$ cat config.mk
export PLATFORM = sky130hd
export DESIGN_NAME = temporizador_mag
export DESIGN_NICKNAME = d
export VERILOG_FILES = /design/src/rtl/temporizador_pkg.sv /design/src/rtl/contador_bcd_dec.sv /design/src/rtl/temporizador_mag.sv
export SDC_FILE = /design/constraint.sdc
export NUM_CORES = 1
export LEC_CHECK = 0
export CORE_UTILIZATION = 55
export CTS_BUF_LIST = sky130_fd_sc_hd__clkbuf_4 sky130_fd_sc_hd__clkbuf_8
export DETAILED_ROUTE_END_ITERATION = 8
export PLACE_DENSITY = 0.93
export SLEW_MARGIN = 0
export SYNTH_ARGS = -nofsm -noshare
export SYNTH_HDL_FRONTEND = slang
export SYNTH_SLANG_ARGS = --single-unit
$ cat constraint.sdc
create_clock -name clk_i -period 2.6 [get_ports clk_i]
set_input_delay 0.65 -clock clk_i [delete_from_list [all_inputs] [get_ports clk_i]]
set_output_delay 0.65 -clock clk_i [all_outputs]
set_load 0.05 [all_outputs]
$ cat src/rtl/temporizador_pkg.sv
// Shared constants and state encoding for the magnetron timer.
// Only the beep logic, enabled with TEMPORIZADOR_BEEP_EN, uses BEEP_TICKS.
package temporizador_pkg;

  localparam int BCD_W        = 4;
  localparam int SEC_ONES_MAX = 9;
  localparam int SEC_TENS_MAX = 5;
  localparam int MIN_ONES_MAX = 9;
  localparam int BEEP_TICKS   = 3;

  typedef enum logic {
    IDLE = 1'b0,
    RUN  = 1'b1
  } state_e;

  function automatic logic is_bcd(input logic [BCD_W-1:0] d);
    return d <= BCD_W'(SEC_ONES_MAX);
  endfunction

endpackage

$ cat src/rtl/contador_bcd_dec.sv
// Single BCD decade down-counter with parallel load and a borrow chain.
// A value above max (accepted from the keypad) is clamped to max on its next borrow.
module contador_bcd_dec
  import temporizador_pkg::*;
(
  input  logic             clk_i,
  input  logic             rstn_i,
  input  logic             en_i,
  input  logic             borrow_in_i,
  input  logic [BCD_W-1:0] max_i,
  input  logic             load_en_i,
  input  logic [BCD_W-1:0] load_val_i,
  output logic [BCD_W-1:0] q_o,
  output logic             borrow_out_o
);

  logic [BCD_W-1:0] q_q, q_d;

  always_comb begin
    q_d = q_q;
    if (load_en_i) begin
      q_d = load_val_i;
    end else if (en_i && borrow_in_i) begin
      if (q_q == '0) begin
        q_d = max_i;
      end else if (q_q > max_i) begin
        q_d = max_i;
      end else begin
        q_d = q_q - BCD_W'(1);
      end
    end
  end

  always_ff @(posedge clk_i or negedge rstn_i) begin
    if (!rstn_i) begin
      q_q <= '0;
    end else begin
      q_q <= q_d;
    end
  end

  assign q_o          = q_q;
  assign borrow_out_o = (q_q == '0) && borrow_in_i;

endmodule

$ cat src/rtl/temporizador_mag.sv
// Magnetron on/off holder with MM:SS BCD countdown and keypad preload.
// Optional beep after natural expiry: define TEMPORIZADOR_BEEP_EN.
//
// state | meaning
// IDLE  | magnetron off; keypad load and clear accepted
// RUN   | magnetron on; count decrements once per second
module temporizador_mag
  import temporizador_pkg::*;
#(
  parameter int CLK_HZ       = 100,
  parameter int MAX_MIN_TENS = 5
) (
  input  logic             clk_i,
  input  logic             rstn_i,
  input  logic             set_i,
  input  logic             reset_i,
  input  logic             clearn_i,
  input  logic             load_i,
  input  logic [BCD_W-1:0] digit_i,
  output logic             mag_on_o,
  output logic             timer_done_o,
  output logic [BCD_W-1:0] min_tens_o,
  output logic [BCD_W-1:0] min_ones_o,
  output logic [BCD_W-1:0] sec_tens_o,
  output logic [BCD_W-1:0] sec_ones_o
`ifdef TEMPORIZADOR_BEEP_EN
  ,
  output logic             beep_o
`endif
);

  localparam int                 PRESC_W    = $clog2(CLK_HZ);
  localparam logic [PRESC_W-1:0] PRESC_LAST = PRESC_W'(CLK_HZ - 1);

  state_e               state_q, state_d;
  logic [PRESC_W-1:0]   presc_q, presc_d;
  logic                 timer_done_q, timer_done_d;

  logic                 tick, dec, cur_zero, at_one, reach_zero;
  logic                 load_ok, load_en;
  logic [BCD_W-1:0]     lv_mt, lv_mo, lv_st, lv_so;
  logic                 so_b, st_b, mo_b, mt_b;

  always_comb begin
    load_ok    = load_i && is_bcd(digit_i);
    load_en    = (state_q == IDLE) && (!clearn_i || load_ok);
    tick       = (state_q == RUN) && (presc_q == PRESC_LAST);
    // The borrow chain is fed with a constant 1, so mt_b means all digits are zero.
    cur_zero   = mt_b;
    dec        = tick && !cur_zero;
    at_one     = (min_tens_o == '0) && (min_ones_o == '0) &&
                 (sec_tens_o == '0) && (sec_ones_o == BCD_W'(1));
    reach_zero = dec && at_one;

    lv_mt = clearn_i ? min_ones_o : '0;
    lv_mo = clearn_i ? sec_tens_o : '0;
    lv_st = clearn_i ? sec_ones_o : '0;
    lv_so = clearn_i ? digit_i    : '0;

    if (load_en) begin
      timer_done_d = ({lv_mt, lv_mo, lv_st, lv_so} == '0);
    end else begin
      timer_done_d = reach_zero || cur_zero;
    end
  end

  always_comb begin
    state_d = state_q;
    case (state_q)
      IDLE: if (set_i && !reset_i && !timer_done_q) state_d = RUN;
      RUN:  if (reset_i || reach_zero || timer_done_q) state_d = IDLE;
      default: state_d = IDLE;
    endcase
  end

`ifdef TEMPORIZADOR_BEEP_EN
  logic       beep_q, beep_d;
  logic [1:0] beep_cnt_q, beep_cnt_d;
  logic       beep_tick;

  always_comb begin
    beep_d     = beep_q;
    beep_cnt_d = beep_cnt_q;
    beep_tick  = beep_q && (state_q == IDLE) && (presc_q == PRESC_LAST);
    if (reach_zero) begin
      beep_d     = 1'b1;
      beep_cnt_d = 2'(BEEP_TICKS);
    end else if (!clearn_i || set_i) begin
      beep_d     = 1'b0;
      beep_cnt_d = '0;
    end else if (beep_tick) begin
      beep_cnt_d = beep_cnt_q - 2'd1;
      if (beep_cnt_q == 2'd1) beep_d = 1'b0;
    end
  end

  always_ff @(posedge clk_i or negedge rstn_i) begin
    if (!rstn_i) begin
      beep_q     <= 1'b0;
      beep_cnt_q <= '0;
    end else begin
      beep_q     <= beep_d;
      beep_cnt_q <= beep_cnt_d;
    end
  end

  assign beep_o = beep_q;
`endif

  always_comb begin
    presc_d = presc_q;
    if ((state_q == IDLE) && (state_d == RUN)) begin
      presc_d = '0;
    end else if (state_q == RUN) begin
      presc_d = tick ? '0 : presc_q + PRESC_W'(1);
`ifdef TEMPORIZADOR_BEEP_EN
    end else if (beep_q) begin
      presc_d = (presc_q == PRESC_LAST) ? '0 : presc_q + PRESC_W'(1);
`endif
    end
  end

  always_ff @(posedge clk_i or negedge rstn_i) begin
    if (!rstn_i) begin
      state_q      <= IDLE;
      presc_q      <= '0;
      timer_done_q <= 1'b1;
    end else begin
      state_q      <= state_d;
      presc_q      <= presc_d;
      timer_done_q <= timer_done_d;
    end
  end

  contador_bcd_dec u_sec_ones (
    .clk_i       (clk_i),
    .rstn_i      (rstn_i),
    .en_i        (dec),
    .borrow_in_i (1'b1),
    .max_i       (BCD_W'(SEC_ONES_MAX)),
    .load_en_i   (load_en),
    .load_val_i  (lv_so),
    .q_o         (sec_ones_o),
    .borrow_out_o(so_b)
  );

  contador_bcd_dec u_sec_tens (
    .clk_i       (clk_i),
    .rstn_i      (rstn_i),
    .en_i        (dec),
    .borrow_in_i (so_b),
    .max_i       (BCD_W'(SEC_TENS_MAX)),
    .load_en_i   (load_en),
    .load_val_i  (lv_st),
    .q_o         (sec_tens_o),
    .borrow_out_o(st_b)
  );

  contador_bcd_dec u_min_ones (
    .clk_i       (clk_i),
    .rstn_i      (rstn_i),
    .en_i        (dec),
    .borrow_in_i (st_b),
    .max_i       (BCD_W'(MIN_ONES_MAX)),
    .load_en_i   (load_en),
    .load_val_i  (lv_mo),
    .q_o         (min_ones_o),
    .borrow_out_o(mo_b)
  );

  contador_bcd_dec u_min_tens (
    .clk_i       (clk_i),
    .rstn_i      (rstn_i),
    .en_i        (dec),
    .borrow_in_i (mo_b),
    .max_i       (BCD_W'(MAX_MIN_TENS)),
    .load_en_i   (load_en),
    .load_val_i  (lv_mt),
    .q_o         (min_tens_o),
    .borrow_out_o(mt_b)
  );

  assign mag_on_o     = (state_q == RUN);
  assign timer_done_o = timer_done_q;

endmodule
# After elaboration in Yosys (flattened, before gate mapping)

Index checks and enable logic that the tools add are counted.

Add/subtract/negate cells: 5
Magnitude comparators: 5
Eq/ne operators: 2
Multiplexer cells: 27
Bitwise gates (word level): 1
Reductions and logical operators: 35

Operators with widths:

| cell                                                          | count |
|---|---|
| two-way mux 4 bit                                             | 20 |
| two-way mux 7 bit                                             | 3 |
| logical AND 1 bit                                             | 17 |
| logical NOT 16 bit                                            | 1 |
| logical NOT 4 bit                                             | 4 |
| subtractor 4 x 1 -> 4 bit, second input constant              | 4 |
| nonzero test 2 bit                                            | 5 |
| greater-than comparator 4 x 3 -> 1 bit, second input constant | 2 |
| greater-than comparator 4 bit, second input constant          | 2 |
| adder 7 x 1 -> 7 bit, second input constant                   | 1 |
| == test 7 bit, second input constant                          | 1 |
| == test 4 x 1 -> 1 bit, second input constant                 | 1 |
| <= comparator 4 bit, second input constant                    | 1 |
| logical NOT 1 bit                                             | 4 |
| logical OR 1 bit                                              | 4 |
| two-way mux 1 bit                                             | 3 |
| one-hot mux 1 bit (2 select lines)                            | 1 |
| NOT 1 bit                                                     | 1 |

Register bits after elaboration: 25
Input port bits: 10
Output and inout port bits: 18
Logic and storage cells: 82

# Depth between registers and ports, before layout

Gate-level depths: netlist of the first run.

Word-level depth: 13
Gate-level depth with buffers: 8
Mapped depth without buffers: 7

# Cells and area by module

From an unflattened synthesis of the first run, not the netlist that was laid out.

Cells, all modules: 285
Area, all modules: 2346.0 um^2

By module, submodules not included:

| module           | times used | cells an instance | area an instance (um^2) | sequential area each (um^2) |
|---|---|---|---|---|
| contador_bcd_dec | 4          | 52                | 422.9                   | 100.1 |
| temporizador_mag | 1          | 77                | 654.4                   | 226.5 |

# Worst setup path after synthesis of the first run

No wires, ideal clock.

Path type: flip-flop to flip-flop
From: register u_min_tens.q_q[0], in the netlist u_min_tens.q_o[0]
To: register u_sec_tens.q_q[3], in the netlist u_sec_tens.q_o[3]
Setup time: 0.125 ns
Arrival: 2.115 ns
Data required time: 2.475 ns
Setup slack: 0.360 ns
Stages on the path, launching flop included: 7
Buffers on the path: 0
Clock period less this slack: 2.240 ns
Path through: dfrtp_1 -> inv_1 -> ha_1 -> nor3b_1 -> nand3_1 -> a31oi_1 -> mux2_2

Word-level cells in the longest chain between the ends: 6

Ends and longest elaborated chain:

| item                                | line                   | source |
|---|---|---|
| from (decl)                         | contador_bcd_dec.sv:17 | `logic [BCD_W-1:0] q_q, q_d;` |
| from (signal assigned)              | contador_bcd_dec.sv:38 | `q_q <= q_d;` |
| logical NOT 4 bit                   | contador_bcd_dec.sv:43 | `assign borrow_out_o = (q_q == '0) && borrow_in_i;` |
| logical AND 1 bit                   | contador_bcd_dec.sv:43 |  |
| logical NOT 1 bit                   | temporizador_mag.sv:50 | `dec = tick && !cur_zero;` |
| logical AND 1 bit                   | temporizador_mag.sv:50 |  |
| logical AND 1 bit                   | contador_bcd_dec.sv:23 | `end else if (en_i && borrow_in_i) begin` |
| nonzero test 2 bit (no source line) | -                      |  |
| to (signal assigned)                | contador_bcd_dec.sv:38 |  |
| to (decl)                           | contador_bcd_dec.sv:17 |  |

Every way passes these cells.
A chain may end at the register's enable or synchronous reset.

# Worst setup path in the final report of the first run

From: register u_sec_ones.q_q[3], in the netlist u_sec_ones.q_o[3]
To: output port sec_ones_o[3]

RTL lines:

| item                   | line                   | source |
|---|---|---|
| from (decl)            | contador_bcd_dec.sv:17 |  |
| from (signal assigned) | contador_bcd_dec.sv:38 |  |
| to (decl)              | temporizador_mag.sv:25 | `output logic [BCD_W-1:0] sec_ones_o` |

No word-level cell between the ends.

==> results of run 1 <==
-- stage by stage --
stage / power (mW) / instances / hold WS (ns)
6_report: 1.55 / 268 / 0.542
5_1_grt: 1.64 / 268 / 0.583
4_1_cts: 1.54 / 268 / 0.547
3_5_place_dp: 1.36 / 264 / 0.512
3_3_place_gp: 1.34 / 264 / 0.505
2_1_floorplan: 1.10 / 191 / 0.354
-- sequential cells by signal, summed over array words and instances, names as in the netlist --
| register | flops |
|---|---|
| presc_q | 7 |
| u_min_ones.q_o | 4 |
| u_min_tens.q_o | 4 |
| u_sec_ones.q_o | 4 |
| u_sec_tens.q_o | 4 |
| mag_on_o | 1 |
| timer_done_o | 1 |
-- path summary, 6_finish.rpt --
check / from / endpoint / cells past startpoint
max: u_sec_ones.q_o[3] / sec_ones_o[3] / 1
min: presc_q[1] / presc_q[1] / 1
max reg2reg: u_min_tens.q_o[0] / u_sec_tens.q_o[3] / 6
min reg2reg: presc_q[1] / presc_q[1] / 1
max in group asynchronous: rstn_i / timer_done_o / 2
min in group asynchronous: rstn_i / u_min_tens.q_o[1] / 2
-- cell usage in the layout, fill, tap and decap left out, types with 4 or more instances in the layout --
master and n:
sky130_fd_sc_hd__clkdlybuf4s50_1 27, sky130_fd_sc_hd__nand3_1 11, sky130_fd_sc_hd__o21ai_0 10, sky130_fd_sc_hd__a32o_1 4, sky130_fd_sc_hd__inv_1 10, sky130_fd_sc_hd__nor2_1 10
sky130_fd_sc_hd__buf_4 9, sky130_fd_sc_hd__o31ai_1 5, sky130_fd_sc_hd__dfrtp_1 24, sky130_fd_sc_hd__nor2b_1 4, sky130_fd_sc_hd__nand2_1 21, sky130_fd_sc_hd__ha_1 10
sky130_fd_sc_hd__a21oi_1 9, sky130_fd_sc_hd__nor3_1 6
-- layer usage --
metal  part of all wire, %  global-route usage (%)  up-vias  routed length [um]
li1                      -                       -      800                   -
met1                    45                    36.0      777                1860
met2                    47                    43.5       76                1950
met3                   5.8                    3.08       12                 240
met4                   2.5                    12.6        0                 102
met5                     0                       0        -                   0
-- cell type report --
type	instances	share of cell area, %
repair buffers	36	15.8
inverters	10	1.76
clock inverters	1	0.234
clock buffers	3	1.05
well taps	44	2.58
multi-input cells	149	49.2
flip-flops and latches	25	29.3
-- power by group through the flow --
stage / Sequential [mW] / Clock (mW) / Combinational [mW]
6_report: 0.561 / 0.185 / 0.801
3_3_place_gp: 0.566 / 0 / 0.775
3_5_place_dp: 0.566 / 0 / 0.793
2_1_floorplan: 0.736 / 0 / 0.366
5_1_grt: 0.576 / 0.202 / 0.863
4_1_cts: 0.559 / 0.190 / 0.797
-- logic make-up after synthesis --
kind of cell / after synthesis / synth area share [%]
AND/OR/NAND/NOR: 78 / 26.4
multiplexers: 3 / 1.78
flip-flops: 25 / 35.7
AO/OA/AOI/OAI: 56 / 23.6
XOR/XNOR: 2 / 0.998
buffers and inverters: 17 / 4.42
adder cells (fa/ha/maj): 10 / 7.13
==> impl_metrics.ini, run 1 <==
[floorplanning]
core_area_um2 = 3030
die_area_um2 = 3420
start_util_pct = 58.0
row_count = 20
floorplan.die.height_um = 58.5
ioPinCount = 28
die_extent_in_x_um = 58.5

[placed_design]
post-place-ws_ns = 0.105
globalplace.congestion = 0.848
detailed_place.area_um2 = 2110
place.port_buffers = 27
dp_hpwl_mm = 3.06

[synth]
asr_flop_ratio_synth_pct = 100
synth_common_cells = sky130_fd_sc_hd__dfrtp_1 (24), sky130_fd_sc_hd__nand2_1 (21), sky130_fd_sc_hd__nand3_1 (11)
synth.cell_area_um2 = 1760
yosys.cell_count.top_type = sky130_fd_sc_hd__dfrtp_1
synth-edff-count = 0
synth_fp_nets = 211
synth_area_leader_cell = sky130_fd_sc_hd__dfrtp_1
synthTopCellsByArea = sky130_fd_sc_hd__dfrtp_1 (34%), sky130_fd_sc_hd__ha_1 (7.1%), sky130_fd_sc_hd__nand2_1 (4.5%)
syn_avg_cell_area_um2 = 9.19
synth.yosys.seq_area_share_pct = 35.7
ys.warnings.count = 0
ys.flop_type = sky130_fd_sc_hd__dfrtp_1
post_synth_inst_count = 191
synth.distinct_cells = 53
synth-seq-cells = 25
synthDominantCellAreaShare_pct = 34.2

[grt]
grt_pass1_wl_mm = 7.10
antenna_found_initial = 0
globalRouteTotalUtil_pct = 26.8
residual_overflow_from_global_routing = 0
grt_pass1_vias = 1588
largest_net_degree_at_the_start_of_global_routing = 26

[sta]
period_utilization_pct = 93.2
worst_slew_margin_rel_pct = 66.6
setup-violations-final = 0
timing.clock.skew_ns = 0.00324
timing_max_transition_violations_final = 0
rsz0062_at_grt = no
fmax_mhz = 413
minimum_clock_period_after_layout_ns = 2.42
final_critical_path_setup_slack_ns = 0.178
worstMarginPinSlew_ns = 0.500
hold_viol = 0
totalNegativeSetupSlack_ns = 0

[final_layout]
areaGrowthSynthToFinish_pct = 21.7
fraction_of_final_layout_cells_with_drive_strength_greater_than_1_pct = 11.6
multi_input_comb_area_um2 = 1050
layout.cell_area.non_filler_um2 = 2140
antenna_cells = 0
area.sequential_um2 = 627
nNetsFinal = 245
finish.utilization_pct = 70.5
fillerInstances = 244

[power_and_ir_drop]
power_frac_comb_pct = 51.8
power_switching_mw = 0.719
cell_internal_power_mw = 0.828
seqPwrFrac_pct = 36.2
maximum_ir_drop_on_the_vdd_rail_mv = 0.487
netSwitchingFraction_pct = 46.5
power-per-cell-area_nw_per_um2 = 724
power.share.clock_pct = 12.0
leakagePower_nw = 0.907

[cts]
cts_inserted_buffers = 3
cts_post_setup_buffers_inserted = 0
post_cts_resize_count = 0
postCtsHoldBufs = 0
max-clock-path-buffers = 2
worstSkewPairLatency_ns = 0.33
cts-htree-levels = 1
clk_root_buffer_cell = sky130_fd_sc_hd__clkbuf_4
numClockSinks = 25
tritoncts_clock_tree = yes
clkSlewWorstSetupHoldPaths_ns = 0.14

[setup_path]
timing.critical_path.required_ns = 1.95
crit_chain = clkdlybuf4s50_1
cp_data_arrival_time_ns = 1.77
timing.critical_path.from_type = flop
path_class = reg2out
critical_path.n_buffers_inverters = 1
worst_path_largest_cell_delay_ns = 0.88
reg2reg_setup_slack_ns = 0.19
cp_max_fo = 9
worst_path_dominant_cell_family = buffers and inverters
worstSetupEndpointType = output port
crit_path_top_delay_cell = sky130_fd_sc_hd__clkdlybuf4s50_1

[outcome]
outcome = finished, final reports clean

[drt]
first_iter_violations = 78
avgRoutedWirePerCell_um = 15.5
route.detailed.vias_per_inst = 6.21
detailed_route_drc_error_count = 0
finalWirelength_mm = 4.16
ant_nets = 0
routed-via-count = 1665
drt_pre_antenna_iters = 4

[job]
cap_violations = 0

[hold_path]
worst_hold_path_type = reg2reg
Note: power is estimated with default switching activity, not from simulation.
==> run 2: changes to the inputs <==
==> constraint.sdc (replaced) <==
create_clock -name clk_i -period 2.6 [get_ports clk_i]
set_input_delay 0.65 -clock clk_i [delete_from_list [all_inputs] [get_ports clk_i]]
set_output_delay 0.65 -clock clk_i [all_outputs]
set_load 0.1 [all_outputs]
==> impl_metrics.ini, run 2 (same netlist as run 1, synthesis figures left out) <==
[final_layout]
fraction_of_final_layout_cells_with_drive_strength_greater_than_1_pct = 18.9
mostFrequentLayoutCells = sky130_fd_sc_hd__buf_4 (25), sky130_fd_sc_hd__dfrtp_1 (24), sky130_fd_sc_hd__nand2_1 (21)
largest_reg_flops = 7
commonest_non_fill_non_tap_cell_in_the_layout = sky130_fd_sc_hd__buf_4
largest_register = presc_q
antenna_cells = 0
areaGrowthSynthToFinish_pct = 18.2
nNetsFinal = 243
layout.cell_area.non_filler_um2 = 2080

[sta]
worstMarginPinSlew_ns = 0.509
totalNegativeSetupSlack_ns = 0
period_utilization_pct = 92.9
fmax_mhz = 414
timing_max_transition_violations_final = 0
worst_slew_margin_rel_pct = 66.1
minimum_clock_period_after_layout_ns = 2.42
timing.clock.skew_ns = 0.0101
rsz0062_at_grt = no
setup-violations-final = 0
hold_viol = 0

[setup_path]
timing.critical_path.required_ns = 2.85
cp_data_arrival_time_ns = 2.66
cp_max_fo = 6
worstSetupEndpointType = flop
timing.critical_path.from_type = flop
path_class = reg2reg

[grt]
residual_overflow_from_global_routing = 0
globalRouteTotalUtil_pct = 27.1
antenna_found_initial = 0
grt_pass1_wl_mm = 7.09
largest_net_degree_at_the_start_of_global_routing = 26
use_met2_pct = 44.0
globalRouteMet3Util_pct = 3.08
globalRoute.busiestLayer = met2
grt_pass1_vias = 1519
use_met1_pct = 37.6

[placed_design]
globalplace.congestion = 0.864
dp_hpwl_mm = 3.04
detailed_place.area_um2 = 2050
place.port_buffers = 27

[floorplanning]
ioPinCount = 28
core_area_um2 = 3030
floorplan.die.height_um = 58.5
start_util_pct = 58.0
row_count = 20
die_area_um2 = 3420
die_extent_in_x_um = 58.5

[drt]
avgRoutedWirePerCell_um = 15.5
routed-via-count = 1635
drt_pre_antenna_iters = 4
detailed_route_drc_error_count = 0
route.detailed.vias_per_inst = 6.15
ant_nets = 0
first_iter_violations = 139
finalWirelength_mm = 4.11

[cts]
clkSlewWorstSetupHoldPaths_ns = 0.14
post_cts_resize_count = 0
worstSkewPairLatency_ns = 0.34
cts-htree-levels = 1
cts_inserted_buffers = 3
postCtsHoldBufs = 0
tritoncts_clock_tree = yes
clk_root_buffer_cell = sky130_fd_sc_hd__clkbuf_4
numClockSinks = 25
cts_post_setup_buffers_inserted = 0
max-clock-path-buffers = 2

[power_and_ir_drop]
power-per-cell-area_nw_per_um2 = 831
maximum_ir_drop_on_the_vdd_rail_mv = 0.632
leakagePower_nw = 0.924

[job]
cap_violations = 0

[outcome]
outcome = finished, final reports clean

[hold_path]
worst_hold_path_type = reg2reg
## run 2: cell count changes in the layout (fill, tap and decap cells not counted), sizes merged
cell           previous run  this run
clkdlybuf4s50            27         9
buf                       9        25
## run 2: worst max-delay path, cell delays in order, from the launching register on
cell,delay (ns)
sky130_fd_sc_hd__dfrtp_1,0.44
sky130_fd_sc_hd__inv_1,0.14
sky130_fd_sc_hd__ha_1,0.21
sky130_fd_sc_hd__nor3b_1,0.38
sky130_fd_sc_hd__nand3_1,0.31
sky130_fd_sc_hd__a31oi_1,0.45
sky130_fd_sc_hd__mux2_2,0.39
## run 2: area by class of cell
cell class	instances	area (um^2)
multi-input cells	149	1050
fillers	244	952
flip-flops and latches	25	627
repair buffers	34	278
well taps	44	55.1
inverters	10	37.5
clock buffers	3	22.5
clock inverters	1	5.00
## run 2: where the power goes
| group | internal, mW | leakage [nW] | total [mW] | switching, mW |
|---|---|---|---|---|
| Combinational | 0.290 | 0.581 | 0.978 | 0.688 |
| Clock | 0.0580 | 0.0177 | 0.183 | 0.125 |
| Sequential | 0.457 | 0.326 | 0.564 | 0.107 |
## run 2: metrics by stage
stage / util (%) / worst slack [ns] / hold WS (ns) / power [mW] / std cells
2_1_floorplan: - / 0.104 / 0.354 / 1.31 / 191
3_3_place_gp: 67.6 / 0.122 / 0.505 / 1.53 / 262
5_1_grt: 68.6 / 0.0381 / 0.580 / 1.82 / 266
4_1_cts: 68.6 / 0.215 / 0.543 / 1.73 / 266
6_report: 68.6 / 0.184 / 0.543 / 1.73 / 266
3_5_place_dp: 67.6 / 0.0895 / 0.509 / 1.54 / 262
## run 2: per-layer routing
layer,routed length [um],part of all wire [%]
met1,1850,45
met2,1950,47
met3,241,5.9
met4,72,1.8
met5,0,0
## run 2: path summary, 6_finish.rpt
check	start	to	slack [ns]	cells after the start
min in group asynchronous	rstn_i	u_min_tens.q_o[1]	0.65	2
hold reg to reg	presc_q[0]	presc_q[0]	0.54	1
setup / recovery	u_min_tens.q_o[0]	u_sec_tens.q_o[3]	0.18	6
max in group asynchronous	rstn_i	timer_done_o	1.65	2
setup reg to reg	u_min_tens.q_o[0]	u_sec_tens.q_o[3]	0.18	6
hold / removal	presc_q[0]	presc_q[0]	0.54	1
